$ cat config.mk
export PLATFORM = sky130hd
export DESIGN_NAME = scheduler_gen2
export DESIGN_NICKNAME = d
export VERILOG_FILES = /design/src/rtl/scheduler_gen2_pkg.sv /design/src/rtl/sync_fifo_fwft.sv /design/src/rtl/scheduler_gen2.sv
export SDC_FILE = /design/constraint.sdc
export NUM_CORES = 1
export LEC_CHECK = 0
export CORE_MARGIN = 2
export CORE_UTILIZATION = 61
export CTS_BUF_LIST = sky130_fd_sc_hd__clkbuf_4
export DETAILED_ROUTE_END_ITERATION = 10
export GPL_ROUTABILITY_DRIVEN = 0
export HOLD_SLACK_MARGIN = 0.1
export PLACE_DENSITY = 0.8
export SLEW_MARGIN = 20
export SYNTH_ARGS = -nofsm -noshare
export SYNTH_HDL_FRONTEND = slang
export SYNTH_SLANG_ARGS = --single-unit
export TNS_END_PERCENT = 20
$ cat constraint.sdc
create_clock -name clk -period 10.2 [get_ports clk]
set_clock_uncertainty 0.05 [all_clocks]
set_input_delay 2.04 -clock clk [delete_from_list [all_inputs] [get_ports clk]]
set_output_delay 2.04 -clock clk [all_outputs]
set_load 0.005 [all_outputs]
$ cat src/rtl/scheduler_gen2_pkg.sv
// Shared accelerator definitions for the scheduler stage.
// Holds the default datapath widths, FIFO sizing and the sentinel vertex id
// (all ones) that marks a vertex to be discarded instead of forwarded.
package scheduler_gen2_pkg;

  localparam int DEF_V_ID_WIDTH       = 32;
  localparam int DEF_V_VALUE_WIDTH    = 32;
  localparam int DEF_EDGE_WIDTH       = 32;
  localparam int DEF_ITERATION_WIDTH  = 8;
  localparam int DEF_FIFO_DEPTH       = 16;
  localparam int DEF_PROG_FULL_THRESH = 12;

  localparam int DROP_CNT_WIDTH = 16;

  // Sentinel id; the top slices the low V_ID_WIDTH bits (ids up to 64 bits).
  localparam logic [63:0] SENTINEL_ID_MAX = '1;

endpackage

$ cat src/rtl/sync_fifo_fwft.sv
// Synchronous first-word-fall-through FIFO.
// Ports:
//   clk, rst   - clock, synchronous active-high reset (clears pointers/count)
//   push, din  - write request and data; accepted while not full, or when
//                full but a pop happens in the same cycle
//   pop        - consume the head; ignored while empty
//   dout       - current head (valid whenever count != 0)
//   count      - occupancy, one bit wider than the pointers
//   overflow   - one-cycle pulse when a push is rejected (data discarded)
module sync_fifo_fwft #(
  parameter int WIDTH = 8,
  parameter int DEPTH = 16
) (
  input  logic                     clk,
  input  logic                     rst,
  input  logic                     push,
  input  logic [WIDTH-1:0]         din,
  input  logic                     pop,
  output logic [WIDTH-1:0]         dout,
  output logic [$clog2(DEPTH):0]   count,
  output logic                     overflow
);

  localparam int AW = $clog2(DEPTH);
  localparam int CW = AW + 1;
  localparam logic [CW-1:0] FULL_COUNT = CW'(DEPTH);

  logic [WIDTH-1:0] mem [DEPTH];
  logic [AW-1:0]    wr_ptr_reg;
  logic [AW-1:0]    rd_ptr_reg;
  logic [CW-1:0]    count_reg;
  logic             pop_ok;
  logic             push_ok;

  assign pop_ok  = !rst && pop && (count_reg != '0);
  // At full, a same-cycle pop frees the slot the write lands in.
  assign push_ok = !rst && push && ((count_reg != FULL_COUNT) || pop_ok);
  assign overflow = !rst && push && !push_ok;

  always_ff @(posedge clk) begin
    if (rst) begin
      wr_ptr_reg <= '0;
      rd_ptr_reg <= '0;
      count_reg  <= '0;
    end else begin
      if (push_ok) wr_ptr_reg <= wr_ptr_reg + AW'(1);
      if (pop_ok)  rd_ptr_reg <= rd_ptr_reg + AW'(1);
      count_reg <= count_reg + CW'(push_ok) - CW'(pop_ok);
    end
  end

  // Storage carries no reset; only the pointers define what is valid.
  always_ff @(posedge clk) begin
    if (push_ok) mem[wr_ptr_reg] <= din;
  end

  // Asynchronous head read gives first-word-fall-through behaviour.
  assign dout  = mem[rd_ptr_reg];
  assign count = count_reg;

endmodule

$ cat src/rtl/scheduler_gen2.sv
// Scheduler stage: pairs active vertices with edge addresses.
// Ports:
//   front_active_v_*      - vertex {id,value} push into the vertex FIFO
//   edge_addr*            - edge address push into the edge FIFO
//   front_iteration_*     - iteration-end request and its id
//   next_stage_full       - downstream backpressure, stalls pairing
//   update_v_*            - registered paired update (edge head, value head)
//   iteration_end*/iteration_id - registered iteration-end report
//   stage_full            - vertex occupancy at/above PROG_FULL_THRESH
//   v_count / e_count     - FIFO occupancies
//   overflow              - sticky flag, set by any rejected push
//   sentinel_drops        - saturating count of sentinel vertices discarded
module scheduler_gen2
  import scheduler_gen2_pkg::*;
#(
  parameter int V_ID_WIDTH       = DEF_V_ID_WIDTH,
  parameter int V_VALUE_WIDTH    = DEF_V_VALUE_WIDTH,
  parameter int EDGE_WIDTH       = DEF_EDGE_WIDTH,
  parameter int ITERATION_WIDTH  = DEF_ITERATION_WIDTH,
  parameter int FIFO_DEPTH       = DEF_FIFO_DEPTH,
  parameter int PROG_FULL_THRESH = DEF_PROG_FULL_THRESH
) (
  input  logic                          clk,
  input  logic                          rst,
  input  logic [V_ID_WIDTH-1:0]         front_active_v_id,
  input  logic [V_VALUE_WIDTH-1:0]      front_active_v_value,
  input  logic                          front_active_v_valid,
  input  logic                          front_iteration_end,
  input  logic                          front_iteration_end_valid,
  input  logic [ITERATION_WIDTH-1:0]    front_iteration_id,
  input  logic [EDGE_WIDTH-1:0]         edge_addr,
  input  logic                          edge_addr_valid,
  input  logic                          next_stage_full,
  output logic [EDGE_WIDTH-1:0]         update_v_id,
  output logic [V_VALUE_WIDTH-1:0]      update_v_value,
  output logic                          update_v_valid,
  output logic                          iteration_end,
  output logic                          iteration_end_valid,
  output logic [ITERATION_WIDTH-1:0]    iteration_id,
  output logic                          stage_full,
  output logic [$clog2(FIFO_DEPTH):0]   v_count,
  output logic [$clog2(FIFO_DEPTH):0]   e_count,
  output logic                          overflow,
  output logic [DROP_CNT_WIDTH-1:0]     sentinel_drops
);

  localparam int CW = $clog2(FIFO_DEPTH) + 1;
  localparam int VW = V_ID_WIDTH + V_VALUE_WIDTH;
  localparam logic [V_ID_WIDTH-1:0] SENTINEL_ID = SENTINEL_ID_MAX[V_ID_WIDTH-1:0];

  logic [VW-1:0]            v_head;
  logic [V_ID_WIDTH-1:0]    v_head_id;
  logic [V_VALUE_WIDTH-1:0] v_head_value;
  logic [EDGE_WIDTH-1:0]    e_head;
  logic                     v_ovf;
  logic                     e_ovf;
  logic                     v_empty;
  logic                     e_empty;
  logic                     pop;
  logic                     is_sentinel;
  logic                     iter_fire;

  logic [EDGE_WIDTH-1:0]     update_v_id_reg;
  logic [V_VALUE_WIDTH-1:0]  update_v_value_reg;
  logic                      update_v_valid_reg;
  logic                      iteration_end_reg;
  logic [ITERATION_WIDTH-1:0] iteration_id_reg;
  logic                      overflow_reg;
  logic [DROP_CNT_WIDTH-1:0] sentinel_drops_reg;

  sync_fifo_fwft #(.WIDTH(VW), .DEPTH(FIFO_DEPTH)) u_vertex_fifo (
    .clk      (clk),
    .rst      (rst),
    .push     (front_active_v_valid),
    .din      ({front_active_v_id, front_active_v_value}),
    .pop      (pop),
    .dout     (v_head),
    .count    (v_count),
    .overflow (v_ovf)
  );

  sync_fifo_fwft #(.WIDTH(EDGE_WIDTH), .DEPTH(FIFO_DEPTH)) u_edge_fifo (
    .clk      (clk),
    .rst      (rst),
    .push     (edge_addr_valid),
    .din      (edge_addr),
    .pop      (pop),
    .dout     (e_head),
    .count    (e_count),
    .overflow (e_ovf)
  );

  assign v_head_id    = v_head[VW-1:V_VALUE_WIDTH];
  assign v_head_value = v_head[V_VALUE_WIDTH-1:0];
  assign v_empty      = (v_count == '0);
  assign e_empty      = (e_count == '0);

  // Both heads leave together so vertices and edges never drift apart.
  assign pop         = !rst && !next_stage_full && !v_empty && !e_empty;
  assign is_sentinel = (v_head_id == SENTINEL_ID);

  // Iteration ends only when nothing is queued and nothing is arriving.
  assign iter_fire = front_iteration_end && front_iteration_end_valid &&
                     v_empty && e_empty &&
                     !front_active_v_valid && !edge_addr_valid;

  assign stage_full = (v_count >= CW'(PROG_FULL_THRESH));

  always_ff @(posedge clk) begin
    if (rst) begin
      update_v_id_reg    <= '0;
      update_v_value_reg <= '0;
      update_v_valid_reg <= 1'b0;
      iteration_end_reg  <= 1'b0;
      iteration_id_reg   <= '0;
      overflow_reg       <= 1'b0;
      sentinel_drops_reg <= '0;
    end else begin
      if (pop && !is_sentinel) begin
        update_v_id_reg    <= e_head;
        update_v_value_reg <= v_head_value;
        update_v_valid_reg <= 1'b1;
      end else begin
        update_v_id_reg    <= '0;
        update_v_value_reg <= '0;
        update_v_valid_reg <= 1'b0;
      end
      if (pop && is_sentinel && (sentinel_drops_reg != '1))
        sentinel_drops_reg <= sentinel_drops_reg + DROP_CNT_WIDTH'(1);
      overflow_reg      <= overflow_reg | v_ovf | e_ovf;
      iteration_end_reg <= iter_fire;
      iteration_id_reg  <= front_iteration_id;
    end
  end

  assign update_v_id         = update_v_id_reg;
  assign update_v_value      = update_v_value_reg;
  assign update_v_valid      = update_v_valid_reg;
  assign iteration_end       = iteration_end_reg;
  assign iteration_end_valid = iteration_end_reg;
  assign iteration_id        = iteration_id_reg;
  assign overflow            = overflow_reg;
  assign sentinel_drops      = sentinel_drops_reg;

endmodule

* Word-level counts from Yosys, hierarchy flattened
Memory sizes are Yosys's and may differ from the RTL's. A register that Yosys moved wholly into a read port is not among the register bits.
Index checks and enable logic that the tools add are counted.
** Word-level totals
- Flip-flop bits (word level) :: 85
- Memories :: 2
- Logic and storage cells :: 74
- Output and inout port bits :: 103
- Input port bits :: 111
- Memory bits (writable) :: 1536
** Memories
- u_vertex_fifo.mem :: depth 16, width 64, rd ports 1, clocked after Yosys merged registers in 1, wr ports 1, RTL line sync_fifo_fwft.sv:28 : logic [WIDTH-1:0] mem [DEPTH];
- u_edge_fifo.mem :: depth 16, width 32, rd ports 1, clocked after Yosys merged registers in 1, wr ports 1, RTL line sync_fifo_fwft.sv:28
** Operators by class
- Reduce and logical (&&, ||, !) cells :: 36
- Multiplexer cells :: 7
- Magnitude comparators :: 1
- Bitwise logic cells :: 3
- Add/sub/neg operators :: 9
- Equal/unequal tests :: 4
** Operators by type and width (number)
- $eq 32x32->1 const B :: 1
- $logic_and 1x1->1 :: 20
- $add 16x1->16 const B :: 1
- $add 4x1->4 const B :: 4
- $ne 16x16->1 const B :: 1
- $add 5x1->5 :: 2
- $logic_not 5->1 :: 2
- $ne 5x5->1 const B :: 2
- $reduce_bool 5->1 :: 2
- $sub 5x1->5 :: 2
- $logic_not 1->1 :: 9
- $mux 4 :: 2
- $ge 5x4->1 const B :: 1
- $mux 1 :: 5
- $logic_or 1x1->1 :: 2
- $or 1x1->1 :: 2
- $reduce_or 2->1 :: 1
- $not 1->1 :: 1

* Depth between registers and ports, before layout
Gate-level depths: netlist of the first run.
- Depth in word-level cells :: 12
- Gate-level depth with buffers :: 17

* Hierarchy
Synthesis of the first run repeated with hierarchy kept, for this count alone.
** Second synthesis, totals
- Cells, all modules :: 2845
- Area, all modules :: 62087.0 um^2
** By module, submodules not included
- sync_fifo_fwft (u_vertex_fifo) :: area an instance 39116.3 um^2, cells an instance 1672, instances 1, seq. area each 31089.8 um^2
- sync_fifo_fwft (u_edge_fifo) :: area an instance 20015.4 um^2, cells an instance 895, instances 1, seq. area each 15715.1 um^2
- scheduler_gen2 :: area an instance 2955.3 um^2, cells an instance 278, instances 1, seq. area each 1821.7 um^2

* Worst setup path after synthesis of the first run
OpenSTA, ideal clock, no wires.
- Kind :: input to register
- Start point :: input port rst
- End point :: memory u_vertex_fifo.mem[3][0] (netlist name) (enable)
- Path buffers :: 1
- Stages :: 6
- Data arrival time :: 8.015 ns
- Setup slack :: 1.571 ns
- Cells stage by stage :: clkbuf_1 -> or3_1 -> nor3b_1 -> nor3b_1 -> nand2_1 -> nor3_1
** On the way
- Word-level cells in the longest chain between the ends :: 10
- Elaborated cells on any way between the ends :: 11
** RTL lines
- start, declared :: RTL line scheduler_gen2.sv:24 : input logic rst,
- $logic_not 1->1 (*) :: RTL line sync_fifo_fwft.sv:35, sync_fifo_fwft.sv:37, scheduler_gen2.sv:99
- $logic_and 1x1->1 (3 in series) :: RTL line scheduler_gen2.sv:99 : assign pop = !rst && !next_stage_full && !v_empty && !e_empty;
- $logic_and 1x1->1 (2 in series) :: RTL line sync_fifo_fwft.sv:35 : assign pop_ok = !rst && pop && (count_reg != '0);
- $logic_or 1x1->1 :: RTL line sync_fifo_fwft.sv:37 : assign push_ok = !rst && push && ((count_reg != FULL_COUNT) || pop_ok);
- $logic_and 1x1->1 (*) :: RTL line sync_fifo_fwft.sv:37
- via u_vertex_fifo.push_ok :: RTL line sync_fifo_fwft.sv:33 : logic push_ok;
- $mux 1 (*) :: RTL line sync_fifo_fwft.sv:54 : if (push_ok) mem[wr_ptr_reg] <= din;
- $mux 1 (implied by the code) (*) :: RTL line sync_fifo_fwft.sv:54
- end, declared :: RTL line sync_fifo_fwft.sv:28
Mark *: on every way through the listed nets, which the timed path passes. The rest lies on a longest branch.

* Final worst setup path of the first run
- Start point :: input port rst
- End point :: memory u_edge_fifo.mem[11][7] (netlist name) (enable)
** On the way
- Word-level cells in the longest chain between the ends :: 10
- Elaborated cells on any way between the ends :: 11
** RTL lines (RTL line)
- $logic_not 1->1 (*) :: sync_fifo_fwft.sv:35, sync_fifo_fwft.sv:37, scheduler_gen2.sv:99
- $logic_and 1x1->1 (3 in series) :: scheduler_gen2.sv:99
- $logic_and 1x1->1 (2 in series) :: sync_fifo_fwft.sv:35
- $logic_or 1x1->1 :: sync_fifo_fwft.sv:37
- $logic_and 1x1->1 (*) :: sync_fifo_fwft.sv:37
- via u_edge_fifo.push_ok :: sync_fifo_fwft.sv:33
- $mux 1 (*) :: sync_fifo_fwft.sv:54
- $mux 1 (implied by the code) (*) :: sync_fifo_fwft.sv:54
- end, declared :: sync_fifo_fwft.sv:28
Marked as above.

==> results summary, run 1 <==
The floorplan step set the die width to approximately 320 um. For this design the ratio of total power to cell area is between 200 and 250 nW/um2. The top cell family by delay on the critical path is simple AND/OR/NAND/NOR gates. The total vias in the final route is roughly 30k. Dividing the final minimum period by the clock period gives 0.5021. The insertion delay of the later-clocked pin in the worst-skew pair came out at around 1.3 ns. The adder-cell share of the synthesized area came out at 0.005914. The half-perimeter wire length of the detailed placement result is 70260 um. The number of flip-flops in the largest register is 1024. The end point of the critical path is u_edge_fifo.mem[11][7].

Walking the worst path, the cells encountered are buf_2 -> buf_4 -> or3_1 -> or2_2 -> inv_1 -> nor2_1 -> nor3b_2 -> nand2_1 -> nor2_4. The synthesized-area fraction occupied by ao, oa, aoi and oai cells is 0.008703. The total of endpoints with negative setup slack in the final report came out at 0. After synthesis the cells add up to approximately 60000 um2. In this run the post-CTS setup repair buffer count came out at 0.

The async set or reset register ratio after synthesis is 0. The worst register-to-register path begins at u_edge_fifo.count[2]. The wire length per cell came out at between 20 and 30 um.

When the netlist entered floorplanning its net count stood at roughly 2.8k. The share of synthesized area occupied by flip-flops and latches came out at 0.8137. The post-cts repair resize count came out at 0.

The portion of synthesized area spent on multiplexers is 0.1215. The number of distinct library cells after synthesis came out at between 50 and 60. The critical path is of the primary input to register type. In the post-synthesis netlist, the biggest area contributors are edfxtp_1, mux4_2, dfxtp_1. The maximum number of pins on one net before global-route repair is 80. For the worst setup path, the data required time is approximately 11 ns. The share of the synthesized area in the top cell type came out at 0.7731.

The number of detailed-route iterations in the first pass is 5. The number of global-route vias before repair is between 30k and 40k. In this run the tool buffered the top-level ports with 213 buffer cells. The worst hold path class is register to register. CTS built an H-tree with a depth of 5.

Counting instances in the post-synthesis netlist gives the leading cell types as edfxtp_1, mux4_2, dfxtp_1, nand4_1, nor2b_1. The worst setup path is captured at a register. In the final layout, the registers with the most flip-flops are u_vertex_fifo.mem x1024, u_edge_fifo.mem x512. The total routing resource utilization after global routing came out at 0.2574.

The worst register-to-register path ends at u_edge_fifo.mem[11][7]. The number of buffers inserted by hold repair at cts came out at 0. approximately 210 I/O pins were placed. The setup TNS after final layout is 0 ns. In the final layout, the share of cells above drive strength 1 is 0.2865. The peak per-stage delay on the critical path came out at 0.93 ns.

The clock transition at the registers of the reported paths is ~0.06 ns. Data arrives at the worst endpoint at 5.83 ns. In this run the clock root is driven by a clkbuf_4. STA classifies the critical path startpoint as a primary input. The number of flops mapped to enable cells by yosys is between 1.5k and 2k. The minimum clock period after layout is 5.121 ns. TritonCTS built the clock tree. Max-cap violations in this run came to 0. During synthesis, Yosys emitted a total of 0 warnings. The slew at the pin closest to its max-slew limit is between 1 and 1.5 ns. In the final layout, the multi-input gates occupy around 11000 um2.

The largest total area in the synthesized netlist belongs to edfxtp_1. The flow ran to the end, and the final reports show no timing, DRC or antenna violations. In the synthesized netlist the dominant register cell turns out to be edfxtp_1.

The post-synthesis average cell area came out at 22.56 um2. The post-placement cell area is ~63000 um2. Setup repair after global routing left no endpoint under its margin. The depth of the worst hold-timing path came out at 2. The number of filler instances in the final layout came out at 5373. In this run the static leakage power is 0.02135 uW. The setup slack on the worst flop-to-flop path is roughly 5.6 ns. The number of antenna violations at the first check in global routing came out at 19. The routed via count divided by cell count is 6.141. The number of nets with antenna violations after routing is 0.

With fillers left out, the area of the finished cells amounts to a little under 70000 um2. The initial core utilization is 0.6161. The slowest stage of the critical path belongs to the cell nor2_4.

The instance count of the mapped netlist came out at approximately 2.6k. Registers take 48570 um2. The final global-route overflow total is 0.

The cell row count is 114. The origin of the worst setup path is rst. The core region area is slightly below 100000 um2. The height of the chip is about 320 um.

In the post-synthesis netlist, the cell with the most instances is edfxtp_1. The simple-gate portion of the synthesized area came out at 0.03806. The total number of nets in the final design is between 3k and 4k. More flip-flops sit in one register than any other, and that register is u_vertex_fifo.mem. For the worst flop-to-flop path, the logic depth is 10.

The number of slew-limit violations in the final report came out at 0. The number of CTS-inserted buffers is between 300 and 400. The xor/xnor cell area share of the yosys netlist is 0.003523. The max-slew headroom at the worst pin is 0.2483. The sink count of the clock tree came out at around 1.7k. The final hold violation count is 0.

After synthesis, the largest family of logic cells by area is multiplexers. The floorplan step defined a die boundary enclosing ~100000 um2. The total routed wirelength came out at about 130000 um.

The buffers plus inverters on the worst setup path came out at 3. The largest voltage drop on the vdd net is between 0.0001 and 0.00015 V. Static timing analysis puts the maximum clock frequency at ~200 MHz.

The register bit count reported by yosys is ~1.7k. The first global-routing pass estimated about 190000 um of wire. The path length in cells of the critical path is 9. From synthesis to final layout, the design area changed by 14.66%. The largest buffer count on any clock path came out at 4. The number of design rule violations left after detail routing came out at 0.

The detailed router finished its first iteration with ~3.4k violations. The largest driver fanout on the critical path came out at between 50 and 60.
==> report_power, final <==
group / total (uW) / switching (uW) / leakage (uW) / internal [uW]
logic: 1570 / 742 / 0.00364 / 825
clock network: 5130 / 2470 / 0.00289 / 2670
registers: 7740 / 154 / 0.0148 / 7580
total: 14400 / 3360 / 0.0214 / 11100
==> cells in the final DEF (no fill, tap or decap), types with 39 or more instances in the layout <==
cell / instances
clkbuf_4: 564
dfxtp_1: 114
edfxtp_1: 1536
mux4_2: 321
clkinv_1: 94
nor2b_1: 74
nand2_1: 39
clkdlybuf4s50_1: 212
nor2_1: 41
nand4_1: 117
==> routing by layer <==
metal | GRT usage | vias up | wire [um]
li1 | - | 12379 | -
met1 | 0.3415 | 14917 | 47160
met2 | 0.4176 | 1689 | 64310
met3 | 0.06587 | 236 | 12040
met4 | 0.1000 | 14 | 3101
met5 | 0 | - | 88
==> tightest hold or removal path, delay by kind of cell, from the launching register on <==
kind,cells,cell delay [ns]
DFF,1,0.32
and+or+nand+nor,1,0.07
AOI/OAI and AO/OA,1,0.07
==> kinds of logic after synthesis <==
group / after synthesis
buf+inv: 132
xor+xnor: 24
compound gates: 77
fa+ha+maj: 27
mux: 323
flops: 1657
simple gates: 405
==> cell type report <==
class / instances / share of cell area
well taps: 1276 / 0.02334
diodes: 9 / 0.0003292
flip-flops and latches: 1657 / 0.7099
multi-input cells: 856 / 0.1584
inverters: 30 / 0.001646
clock inverters: 121 / 0.009199
repair buffers: 248 / 0.03528
clock buffers: 564 / 0.06189
==> how the worst min path moves through the flow <==
stage	startpoint	endpoint	slack (ns)
final	u_vertex_fifo.rd_ptr_reg[1]	register	0.46
after CTS	sentinel_drops[4]	sentinel_drops[4]	0.46
after global placement	u_edge_fifo.rd_ptr_reg[3]	u_edge_fifo.rd_ptr_reg[3]	0.43
after floorplan	u_vertex_fifo.rd_ptr_reg[1]	register	0.42
after detailed placement	sentinel_drops[4]	sentinel_drops[4]	0.45
after global routing	u_vertex_fifo.rd_ptr_reg[3]	u_vertex_fifo.rd_ptr_reg[3]	0.50
==> per-stage QoR <==
stage | utilization | instances | hold WS [ns] | power [uW] | setup WS [ns]
floorplan | - | 2645 | 0.4196 | 8841 | 1.571
global placement | 0.6556 | 4066 | 0.4279 | 9401 | 4.040
detailed placement | 0.6556 | 4066 | 0.4486 | 9465 | 3.958
CTS | 0.7058 | 4751 | 0.4602 | 14560 | 5.194
global route | 0.7063 | 4760 | 0.4970 | 15020 | 4.887
finish | 0.7064 | 4761 | 0.4581 | 14440 | 5.079
Note: power is estimated with default switching activity, not from simulation.
==> inputs of run 2 (changes only) <==
--- a/config.mk
+++ b/config.mk
@@ -6,12 +6,12 @@
 export NUM_CORES = 1
 export LEC_CHECK = 0
 export CORE_MARGIN = 2
-export CORE_UTILIZATION = 61
+export CORE_UTILIZATION = 57
 export CTS_BUF_LIST = sky130_fd_sc_hd__clkbuf_4
 export DETAILED_ROUTE_END_ITERATION = 10
 export GPL_ROUTABILITY_DRIVEN = 0
 export HOLD_SLACK_MARGIN = 0.1
-export PLACE_DENSITY = 0.8
+export PLACE_DENSITY = 0.78
 export SLEW_MARGIN = 20
 export SYNTH_ARGS = -nofsm -noshare
 export SYNTH_HDL_FRONTEND = slang
==> constraint.sdc (replaced) <==
create_clock -name clk -period 4.7 [get_ports clk]
set_clock_uncertainty 0.05 [all_clocks]
set_input_delay 0.94 -clock clk [delete_from_list [all_inputs] [get_ports clk]]
set_output_delay 0.94 -clock clk [all_outputs]
set_load 0.005 [all_outputs]
==> results summary, run 2 (synthesis gave the netlist of run 1 again) <==
In the finished design, the share of the clock period the worst path needs comes to 0.8130. The cell row count is 118 (+3.5%). The wire length per cell is 26.12 um (-1.9%).

The number of filler instances in the final layout is 6408 (+19%). The post-placement cell area came out at 64060 um2 (+0.89%). The footprint of the multi-input gates came out at 10860 um2 (+0.23%). The setup slack on the worst flop-to-flop path came out at 0.88 ns (-4.75 ns). The peak per-stage delay on the critical path was 0.63 ns (-0.30 ns). The final instance area is 69100 um2 (+1.0%).

The number of flip-flops in the largest register was 1024 (unchanged). The sink count of the clock tree is 1657 (unchanged). The height of the chip is 327.5 um (+3.4%). The flow ran to the end, and the final reports show no timing, DRC or antenna violations.

The setup TNS after final layout is 0 ns (unchanged). The iteration-0 DRC count of the detailed router is 3221 (-3.9%). The largest driver fanout on the critical path is 48 (-9.4%). The half-perimeter wire length of the detailed placement result came out at 73490 um (+4.6%). The maximum number of pins on one net before global-route repair was 108 (+35%). The worst setup path is captured at a register. The slew at the pin closest to its max-slew limit is 1.233 ns (+0.1055 ns).

The standby leakage power came to 0.02162 uW (+1.3%). The total vias in the final route is 29.79k (+1.9%). The worst hold path class is primary input to register.

The library cells used most frequently in the layout, excluding fill and tap cells, are edfxtp_1, clkbuf_4, mux4_2. The total routing resource utilization after global routing was 0.2429 (-0.01448). The wire length of the first global-routing pass came to 190800 um (+2.7%). The power density over the cells is 457.5 nW/um2 (+120%). The largest registers in the layout are u_vertex_fifo.mem x1024, u_edge_fifo.mem x512. The max-slew headroom at the worst pin is 0.1755 (-0.07288).

The number of global-route vias before repair came out at 31.07k (+1.5%). The logic depth of the worst register-to-register path is 8 (-2). The largest buffer count on any clock path came out at 4 (unchanged). The endpoint of the most critical register-to-register path is sentinel_drops[12]. The critical path class is register to register. The die width is 327.5 um (+3.4%). The number of nets with antenna violations after routing is 0 (unchanged). Relative to the synthesized area, the layout overhead comes to 15.82%. The number of buffers added on ports is 213 (unchanged). The final hold violation count is 0 (unchanged). Setup repair after global routing left no endpoint under its margin. The number of buffers inserted by hold repair at cts was 0 (unchanged). TritonCTS built the clock tree.

The final global-route overflow total is 0 (unchanged). The total power after layout came to 31620 uW (+120%). The total of endpoints with negative setup slack in the final report came out at 0 (unchanged). The number of slew-limit violations in the final report is 0 (unchanged). The initial core utilization is 0.5757 (-0.04038). The register area was 48570 um2 (unchanged). The number of CTS-inserted buffers is 409 (+3.3%). The total routed wirelength was 128600 um (+1.5%).

The number of antenna violations at the first check in global routing is 10 (-9). The post-cts repair resize count came out at 0 (unchanged). The register with the most flip-flops in the final layout is u_vertex_fifo.mem.

The number of levels the H-tree was split into came to 5 (unchanged). The setup slack after layout is 0.8787 ns (-4.200 ns). The data arrival time at the worst-slack endpoint is 4.84 ns (-0.99 ns).

The insertion delay of the later-clocked pin in the worst-skew pair came out at 1.25 ns (about the same). Among all stages on the critical path, the largest delay is contributed by buf_4. The floorplan die area came out at 107300 um2 (+6.9%). The number of primary I/O pins is 214 (unchanged). The core region area is 103600 um2 (+7.0%). The post-CTS setup buffer count is 0 (unchanged). The pre-CTS setup slack is 0.6527 ns (-3.305 ns). In this run the clock root is driven by a clkbuf_4.

The required time of the worst setup path came out at 5.72 ns (-5.19 ns). The end point of the critical path is sentinel_drops[12]. For this run, the top clock speed supported by timing is between 200 and 300 MHz. The clock transition at the registers of the reported paths came out at 0.06 ns (about the same). The layout cell share with drive strength beyond 1 is 0.3003 (+0.01378). The total number of nets in the final design is 3369 (+1.3%). Walking the worst path, the cells encountered are buf_4 -> or4_1 -> o21ai_0 -> a211oi_1 -> nor4b_2 -> nor2_2 -> or3_1 -> a21oi_1.

The worst setup path is launched from a register. The number of detailed-route iterations in the first pass came out at 6 (+1). The startpoint of the most critical hold path is front_active_v_id[11]. Leaving out fill and tap cells, the most frequent cell in the layout is edfxtp_1. The max-cap violation count was 0 (unchanged). The number of design rule violations left after detail routing was 0 (unchanged).

The largest voltage drop on the vdd net came out at 0.0002788 V (+97%). The minimum clock period after layout is around 3.8 ns. The routed via count divided by cell count was 6.052 (-1.4%).
-- run 2: layer usage --
layer	vias to the layer above	routed length, um	GRT usage
li1	12490	-	-
met1	15288	48370	0.3311
met2	1804	64670	0.3908
met3	211	12470	0.05589
met4	0	3073	0.08726
met5	-	0	0
-- run 2: layout make-up --
class,count,area share
diodes,10,0.0003621
inverters,30,0.001630
clock inverters,108,0.006917
repair buffers,277,0.04038
flip-flops and latches,1657,0.7028
clock buffers,605,0.06573
well taps,1380,0.02499
multi-input cells,856,0.1572
-- run 2: metrics by stage --
| stage | instances | hold slack, ns | util |
|---|---|---|---|
| 2_1_floorplan | 2645 | 0.4196 | - |
| 3_3_place_gp | 4200 | 0.4336 | 0.6181 |
| 3_5_place_dp | 4200 | 0.4379 | 0.6181 |
| 4_1_cts | 4913 | 0.1584 | 0.6665 |
| 5_1_grt | 4921 | 0.1456 | 0.6667 |
| 6_report | 4923 | 0.2201 | 0.6667 |
-- run 2: worst min path at each step --
stage                                endpoint  slack, ns  cells past startpoint
floorplan                            register       0.42                      2
global placement    u_edge_fifo.rd_ptr_reg[3]       0.43                      2
detailed placement  u_edge_fifo.rd_ptr_reg[3]       0.44                      2
CTS                 u_edge_fifo.rd_ptr_reg[3]       0.16                      3
global route         u_vertex_fifo.mem[2][43]       0.15                      1
finish               u_vertex_fifo.mem[2][43]       0.22                      1
-- run 2: report_power, final --
part	leakage, uW	total, uW	internal (uW)	switching (uW)
clock	0.00299	11300	5920	5400
combinational	0.00381	3600	1820	1770
sequential	0.0148	16700	16500	235
-- run 2: critical path: cells and delay by family, from the launching register on --
kind | cells | cell delay [ns]
buffers and inverters | 1 | 0.63
DFF | 1 | 0.60
and+or+nand+nor | 4 | 1.61
AOI/OAI and AO/OA | 3 | 0.78
